File: src/rtl/dht11_read_scheduler.sv
// Round scheduler for up to four DHT11 sensors sharing one single-wire read
// engine. A round visits every channel of the mask latched at round start,
// retries failed reads, keeps the latest result per channel and flags the
// channels that could not be read.
module dht11_read_scheduler #(
  parameter int unsigned CLK_FREQ_HZ = 100_000_000,
  parameter int unsigned SETTLE_MS   = 1,
  parameter int unsigned TIMEOUT_MS  = 50,
  parameter int unsigned RETRY_MS    = 1000,
  parameter int unsigned MAX_RETRY   = 2
) (
  input  logic        clk,
  input  logic        reset_n,
  input  logic        sw_req,
  input  logic        auto_en,
  input  logic [15:0] auto_period_ms,
  input  logic [3:0]  ch_mask,
  output logic        eng_start,
  input  logic        eng_done,
  input  logic        eng_chk_ok,
  input  logic [7:0]  eng_hum,
  input  logic [7:0]  eng_temp,
  output logic [1:0]  ch_sel,
  input  logic [1:0]  rd_ch,
  output logic [7:0]  rd_hum,
  output logic [7:0]  rd_temp,
  output logic        rd_valid,
  output logic        busy,
  output logic        round_done,
  output logic [3:0]  err_mask
);

  // Clocks per millisecond; a clock slower than 1 kHz degenerates to one tick per clock.
  localparam int unsigned TICK_DIV = (CLK_FREQ_HZ / 1000 > 0) ? CLK_FREQ_HZ / 1000 : 1;
  localparam int unsigned PW       = (TICK_DIV > 1) ? $clog2(TICK_DIV) : 1;

  // One shared millisecond counter serves SETTLE, WAIT_DONE and RETRY_WAIT.
  localparam int unsigned WAIT_MAX =
    (SETTLE_MS > TIMEOUT_MS) ? ((SETTLE_MS > RETRY_MS) ? SETTLE_MS : RETRY_MS)
                             : ((TIMEOUT_MS > RETRY_MS) ? TIMEOUT_MS : RETRY_MS);
  localparam int unsigned WW = (WAIT_MAX > 1) ? $clog2(WAIT_MAX + 1) : 1;
  localparam int unsigned RW = (MAX_RETRY > 0) ? $clog2(MAX_RETRY + 1) : 1;

  typedef enum logic [2:0] {
    IDLE, PICK, SETTLE, START, WAIT_DONE, STORE, RETRY_WAIT, FINISH
  } state_t;

  state_t          state_q;
  logic [PW-1:0]   presc_cnt;
  logic            ms_tick;
  logic [15:0]     auto_cnt;
  logic [15:0]     period_eff;
  logic            auto_expire;
  logic            start_req;
  logic            pending_q;
  logic [3:0]      mask_q;
  logic [3:0]      visited_q;
  logic [3:0]      remain;
  logic            pick_found;
  logic [1:0]      pick_idx;
  logic [RW-1:0]   retry_q;
  logic [WW-1:0]   wait_q;
  logic [7:0]      cap_hum;
  logic [7:0]      cap_temp;
  logic [7:0]      hum_mem  [4];
  logic [7:0]      temp_mem [4];
  logic [3:0]      valid_q;

  // True on the tick that completes an n-millisecond wait.
  function automatic logic wait_reached(input logic [WW-1:0] cnt, input int unsigned n);
    return (32'(cnt) + 32'd1) >= n;
  endfunction

  assign ms_tick = (presc_cnt == PW'(TICK_DIV - 1));

  // Free-running millisecond prescaler.
  // NOTE: sequential state is written with non-blocking assignments only, so every
  // register samples the pre-edge value of every other register.
  always_ff @(posedge clk or negedge reset_n) begin
    if (!reset_n)     presc_cnt <= '0;
    else if (ms_tick) presc_cnt <= '0;
    else              presc_cnt <= presc_cnt + PW'(1);
  end

  assign period_eff  = (auto_period_ms == 16'd0) ? 16'd1 : auto_period_ms;
  assign auto_expire = auto_en && ms_tick && (auto_cnt >= period_eff - 16'd1);

  // Periodic round timer: counts ticks while enabled and reloads on expiry.
  always_ff @(posedge clk or negedge reset_n) begin
    if (!reset_n)          auto_cnt <= '0;
    else if (!auto_en)     auto_cnt <= '0;
    else if (auto_expire)  auto_cnt <= '0;
    else if (ms_tick)      auto_cnt <= auto_cnt + 16'd1;
  end

  assign start_req = sw_req || auto_expire || pending_q;
  assign remain    = mask_q & ~visited_q;

  // Lowest channel of the latched mask not yet visited this round.
  // NOTE: every always_comb output gets a default first, so no path can infer a latch.
  always_comb begin
    pick_found = 1'b0;
    pick_idx   = 2'd0;
    for (int i = 3; i >= 0; i--) begin
      if (remain[i]) begin
        pick_found = 1'b1;
        pick_idx   = 2'(i);
      end
    end
  end

  // Round sequencer with its registered outputs and the per-channel result store.
  always_ff @(posedge clk or negedge reset_n) begin
    if (!reset_n) begin
      state_q    <= IDLE;
      eng_start  <= 1'b0;
      ch_sel     <= 2'd0;
      busy       <= 1'b0;
      round_done <= 1'b0;
      err_mask   <= 4'd0;
      pending_q  <= 1'b0;
      mask_q     <= 4'd0;
      visited_q  <= 4'd0;
      retry_q    <= '0;
      wait_q     <= '0;
      cap_hum    <= 8'd0;
      cap_temp   <= 8'd0;
      valid_q    <= 4'd0;
      // NOTE: the result store is only four entries and must read back as zero
      // after reset, so it is cleared here rather than left uninitialised.
      for (int i = 0; i < 4; i++) begin
        hum_mem[i]  <= 8'd0;
        temp_mem[i] <= 8'd0;
      end
    end else begin
      eng_start  <= 1'b0;
      round_done <= 1'b0;

      // One request can be queued behind a running round; further ones collapse into it.
      if (state_q != IDLE && sw_req) pending_q <= 1'b1;

      case (state_q)
        IDLE: begin
          if (start_req) begin
            mask_q    <= ch_mask;
            visited_q <= 4'd0;
            err_mask  <= 4'd0;
            busy      <= 1'b1;
            pending_q <= 1'b0;
            state_q   <= PICK;
          end
        end

        PICK: begin
          if (pick_found) begin
            ch_sel              <= pick_idx;
            visited_q[pick_idx] <= 1'b1;
            retry_q             <= '0;
            wait_q              <= '0;
            state_q             <= SETTLE;
          end else begin
            state_q <= FINISH;
          end
        end

        SETTLE: begin
          if (ms_tick) begin
            if (wait_reached(wait_q, SETTLE_MS)) begin
              wait_q    <= '0;
              eng_start <= 1'b1;
              state_q   <= START;
            end else begin
              wait_q <= wait_q + WW'(1);
            end
          end
        end

        START: begin
          wait_q  <= '0;
          state_q <= WAIT_DONE;
        end

        WAIT_DONE: begin
          if (eng_done && eng_chk_ok) begin
            cap_hum  <= eng_hum;
            cap_temp <= eng_temp;
            state_q  <= STORE;
          end else if (eng_done || (ms_tick && wait_reached(wait_q, TIMEOUT_MS))) begin
            wait_q <= '0;
            if (32'(retry_q) < MAX_RETRY) begin
              retry_q <= retry_q + RW'(1);
              state_q <= RETRY_WAIT;
            end else begin
              valid_q[ch_sel]  <= 1'b0;
              err_mask[ch_sel] <= 1'b1;
              state_q          <= PICK;
            end
          end else if (ms_tick) begin
            wait_q <= wait_q + WW'(1);
          end
        end

        STORE: begin
          hum_mem[ch_sel]  <= cap_hum;
          temp_mem[ch_sel] <= cap_temp;
          valid_q[ch_sel]  <= 1'b1;
          state_q          <= PICK;
        end

        RETRY_WAIT: begin
          if (ms_tick) begin
            if (wait_reached(wait_q, RETRY_MS)) begin
              wait_q    <= '0;
              eng_start <= 1'b1;
              state_q   <= START;
            end else begin
              wait_q <= wait_q + WW'(1);
            end
          end
        end

        FINISH: begin
          round_done <= 1'b1;
          busy       <= 1'b0;
          state_q    <= IDLE;
        end

        default: state_q <= IDLE;
      endcase
    end
  end

  assign rd_hum   = hum_mem[rd_ch];
  assign rd_temp  = temp_mem[rd_ch];
  assign rd_valid = valid_q[rd_ch];

endmodule

File: config.mk
export PLATFORM = sky130hd
export DESIGN_NAME = dht11_read_scheduler
export DESIGN_NICKNAME = d
export VERILOG_FILES = /design/src/rtl/dht11_read_scheduler.sv
export SDC_FILE = /design/constraint.sdc
export NUM_CORES = 1
export LEC_CHECK = 0
export BUFFER_PORTS_ARGS = -buffer_cell sky130_fd_sc_hd__buf_4
export CORE_UTILIZATION = 25
export CTS_CLUSTER_SIZE = 12
export DETAILED_ROUTE_END_ITERATION = 8
export PLACE_DENSITY = 0.46
export SLEW_MARGIN = 20
export SYNTH_ARGS = -nofsm -noshare
export SYNTH_HDL_FRONTEND = slang
export SYNTH_SLANG_ARGS = --single-unit
File: constraint.sdc
create_clock -name clk -period 2.4 [get_ports clk]
set_input_delay 0.24 -clock clk [delete_from_list [all_inputs] [get_ports clk]]
set_output_delay 0.24 -clock clk [all_outputs]
set_load 0.05 [all_outputs]
==> results.json <==
{
  "synthDistinctLibCells": 72,
  "areaGrowthSynthToFinish_pct": 39.2,
  "vias_per_cell": 4.60,
  "place_congestion": 0.729,
  "synth_mux_area_frac": 0.177,
  "yosys-top-cells-area": "dfrtp_1, mux2_2, mux4_2",
  "combPwrFrac": 0.055,
  "vias": 5947,
  "ant_nets": 0,
  "finalSetupViolations": 40,
  "crit_type": "in2reg",
  "yosys.area_share.adder": 0.0353,
  "portBuffers": 69,
  "swShare": 0.246,
  "seq_area_frac_synth": 0.482,
  "ys.flop_type": "dfrtp_1",
  "hold_class": "in2reg",
  "crit_fanout": 5,
  "power_density_nw_per_um2": 510,
  "wl_met3_um": 581,
  "antenna_found_initial": 0,
  "synthesis.nets": 755,
  "max-vdd-ir-drop_mv": 0.475,
  "register_area_um2": 3760,
  "grt_pass1_wl_mm": 31.4,
  "violations": "negative setup slack",
  "async_flop_share": 1.00,
  "max_stage_delay_ns": 0.54,
  "critical_path_arrival_ns": 3.60,
  "synthSimpleGateAreaFrac": 0.148,
  "num_rows": 64,
  "outcome": "finished, violations left",
  "cp.required_ns": 2.71,
  "timing.hold.ws_ns": 0.0467,
  "ios": 70,
  "dr.pass1.iters": 4,
  "top_layer_used": "met4",
  "yosys.area.top_type": "dfrtp_1",
  "start_util": 0.254,
  "internal_power_mw": 4.18,
  "synthCells": 689,
  "finalMaxSlewViolations": 0,
  "drive_gt1_frac": 0.465,
  "grt_max_degree": 60,
  "clock_latency_ns": 0.43,
  "maxSlewHeadroom": 0.610,
  "synth_top_family_by_area": "multiplexers",
  "worstMarginPinSlew_ns": 0.586,
  "path_cells": "buf_6 > or4_4 > nor4_4 > a41oi_2 > ha_2 > nand2_4 > nor4_4 > nand2_1 > xor2_1 > ha_1 > and4_1 > nor4b_4 > o31ai_2 > a21oi_2 > o211ai_1 > a21oi_2 > buf_6 > mux2_4",
  "dpl.hpwl_mm": 13.2,
  "clock_sinks": 150,
  "clk_pin_slew_ns": 0.07,
  "p_seq_frac": 0.464,
  "cts_buffer_depth": 2,
  "power_mw": 5.54,
  "p_clk_frac": 0.480,
  "synth_xor_area_frac": 0.0303,
  "num-fill-cells": 3031,
  "drt_iter0_markers": 334,
  "drc": 0,
  "worst_setup_path_end_kind": "flop",
  "synth_seq_cells": 150,
  "coreArea_um2": 30700,
  "drt-total-wl_mm": 19.5,
  "fin_area_um2": 10900,
  "switching_power_mw": 1.36,
  "num_antenna_cells": 0,
  "first_global_vias": 6023,
  "drt-wirelength-per-cell_um": 15.1,
  "cp_slowest_cell": "or4_4",
  "regToRegSetupSlack_ns": -0.29,
  "syn_avg_cell_area_um2": 11.3,
  "die_area_um2": 31900,
  "fp.dieH_um": 179,
  "startpoint_type": "primary input",
  "synth_top_area_share": 0.482,
  "wl_met2_mm": 9.44,
  "layout_setup_ws_ns": -0.893,
  "finalHoldViolCount": 0,
  "cts_buffers": 17,
  "drv_cap": 0,
  "synthesis.area_um2": 7790,
  "placed_area_um2": 9710,
  "grt_usage": 0.128,
  "multi_input_area_um2": 4250,
  "synth_edf_count": 0,
  "nNetsFinal": 951,
  "power_leakage_nw": 4.96,
  "met1_length_mm": 9.31,
  "grt-ovfl-total": 0,
  "rsz0062_at_grt": "yes",
  "min_period_ns": 3.29,
  "cts_tree": "yes",
  "fmax_mhz": 304,
  "fin_skew_ns": 0.0134,
  "htreeDepth": 4,
  "yosys_warnings": 0,
  "clockRootBuffer": "clkbuf_16",
  "synth_compound_area_frac": 0.101,
  "die_w_um": 179,
  "finalCritPeriodShare": 1.37
}
-- flip-flops by register name (all words and copies together) (netlist names), named ones only --
signal / count
temp_mem: 32
cap_hum: 8
ch_sel: 2
round_done: 1
wait_q: 10
busy: 1
eng_start: 1
hum_mem: 32
err_mask: 4
visited_q: 4
state_q: 3
pending_q: 1
mask_q: 4
auto_cnt: 16
cap_temp: 8
presc_cnt: 17
retry_q: 2
-- through the flow --
step / utilization / cells / TNS [ns] / worst slack (ns)
6_report: 0.354 / 1294 / -24.43 / -0.893
5_1_grt: 0.354 / 1294 / -30.32 / -1.06
4_1_cts: 0.349 / 1292 / -24.83 / -0.919
3_5_place_dp: 0.317 / 1247 / -46.02 / -1.65
3_3_place_gp: 0.317 / 1247 / -43.88 / -1.56
2_1_floorplan: - / 689 / -29.26 / -1.25
-- power groups by stage --
stage | clock (mW) | combinational (mW) | sequential (mW)
global placement | 0 | 0.299 | 2.62
CTS | 2.75 | 0.311 | 2.57
floorplan | 0 | 0.0919 | 2.63
global route | 2.87 | 0.340 | 2.57
detailed placement | 0 | 0.299 | 2.62
finish | 2.66 | 0.306 | 2.57
-- cells in the mapped netlist, types with 2 or more instances --
cell,count
a211o_1,2
a211oi_1,2
a21o_1,2
a21oi_1,28
a31oi_1,3
and2_1,2
and3_1,11
and4_1,6
buf_1,3
buf_2,3
buf_6,2
clkbuf_1,22
dfrtp_1,150
ha_1,22
inv_1,19
mux2_1,4
mux2_2,80
mux2i_1,5
mux4_2,17
nand2_1,53
nand2b_1,14
nand3_1,33
nand3b_1,2
nand4_1,7
nand4b_1,2
nor2_1,44
nor2b_1,4
nor3_1,13
nor3b_1,4
nor4_1,7
o211ai_1,6
o21a_1,6
o21ai_0,12
o21ai_1,17
o31ai_1,9
o31ai_2,5
o41ai_1,2
or3_1,5
or4_1,2
or4b_1,2
xnor2_1,14
xor2_1,13
-- repair_timing --
action | in CTS | in global routing
gates resized for setup | 57 | 38
endpoints found under the setup margin | 47 | 45
cloned | 3 | 0
hold endpoints to repair | 55 | 0
buffers inserted | 10 | 6
pin swaps | 28 | 15
hold buffers | 1 | 0
-- cell families (layout without fill, tap and decap cells) --
group / after synthesis / after routing
and+or+nand+nor: 219 / 219
adders and majority gates: 22 / 22
muxes: 106 / 106
AOI/OAI and AO/OA: 115 / 115
xor gates and xnor gates: 27 / 27
buffers and inverters: 50 / 259
DFF: 150 / 150
-- critical path: cells and delay by family --
| kind | cells | cell delay (ns) |
|---|---|---|
| adder cells (fa/ha/maj) | 2 | 0.51 |
| multiplexers | 1 | 0.30 |
| XOR/XNOR | 1 | 0.06 |
| AO/OA/AOI/OAI | 5 | 0.88 |
| AND/OR/NAND/NOR | 7 | 1.36 |
| buffers and inverters | 2 | 0.24 |
-- cells in the final DEF, fill, tap and decap left out, types with 14 or more instances in the layout --
master	synthesis	layout
buf_4	1	184
dfrtp_1	150	147
mux2_2	80	80
nand2_1	53	44
nor2_1	44	41
nand3_1	33	25
a21oi_1	28	21
ha_1	22	19
inv_1	19	18
buf_6	2	18
mux4_2	17	17
clkbuf_16	0	17
nand2b_1	14	14
xnor2_1	14	14
-- worst paths after layout --
path / startpoint / endpoint / cells past startpoint
min in group asynchronous: reset_n / hum_mem[26] / 2
max: auto_period_ms[8] / mask_q[2] / 18
max in group asynchronous: reset_n / wait_q[0] / 3
min reg2reg: visited_q[2] / visited_q[2] / 2
max reg2reg: presc_cnt[8] / auto_cnt[5] / 10
min: eng_temp[5] / cap_temp[5] / 2
-- final cells by class --
| cell class | instances | area share |
|---|---|---|
| clock buffer | 18 | 0.0405 |
| clock inverter | 14 | 0.0131 |
| inverter | 19 | 0.00657 |
| multi-input combinational | 489 | 0.392 |
| sequential | 150 | 0.346 |
| tap | 396 | 0.0456 |
| timing repair buffer | 208 | 0.156 |
-- routing by layer --
metal	vias to the layer above	track usage
met1	2946	0.164
met4	0	0.0335
met2	63	0.215
met5	-	0
li1	2927	-
met3	11	0.0294
Note: power is estimated with default switching activity, not from simulation.
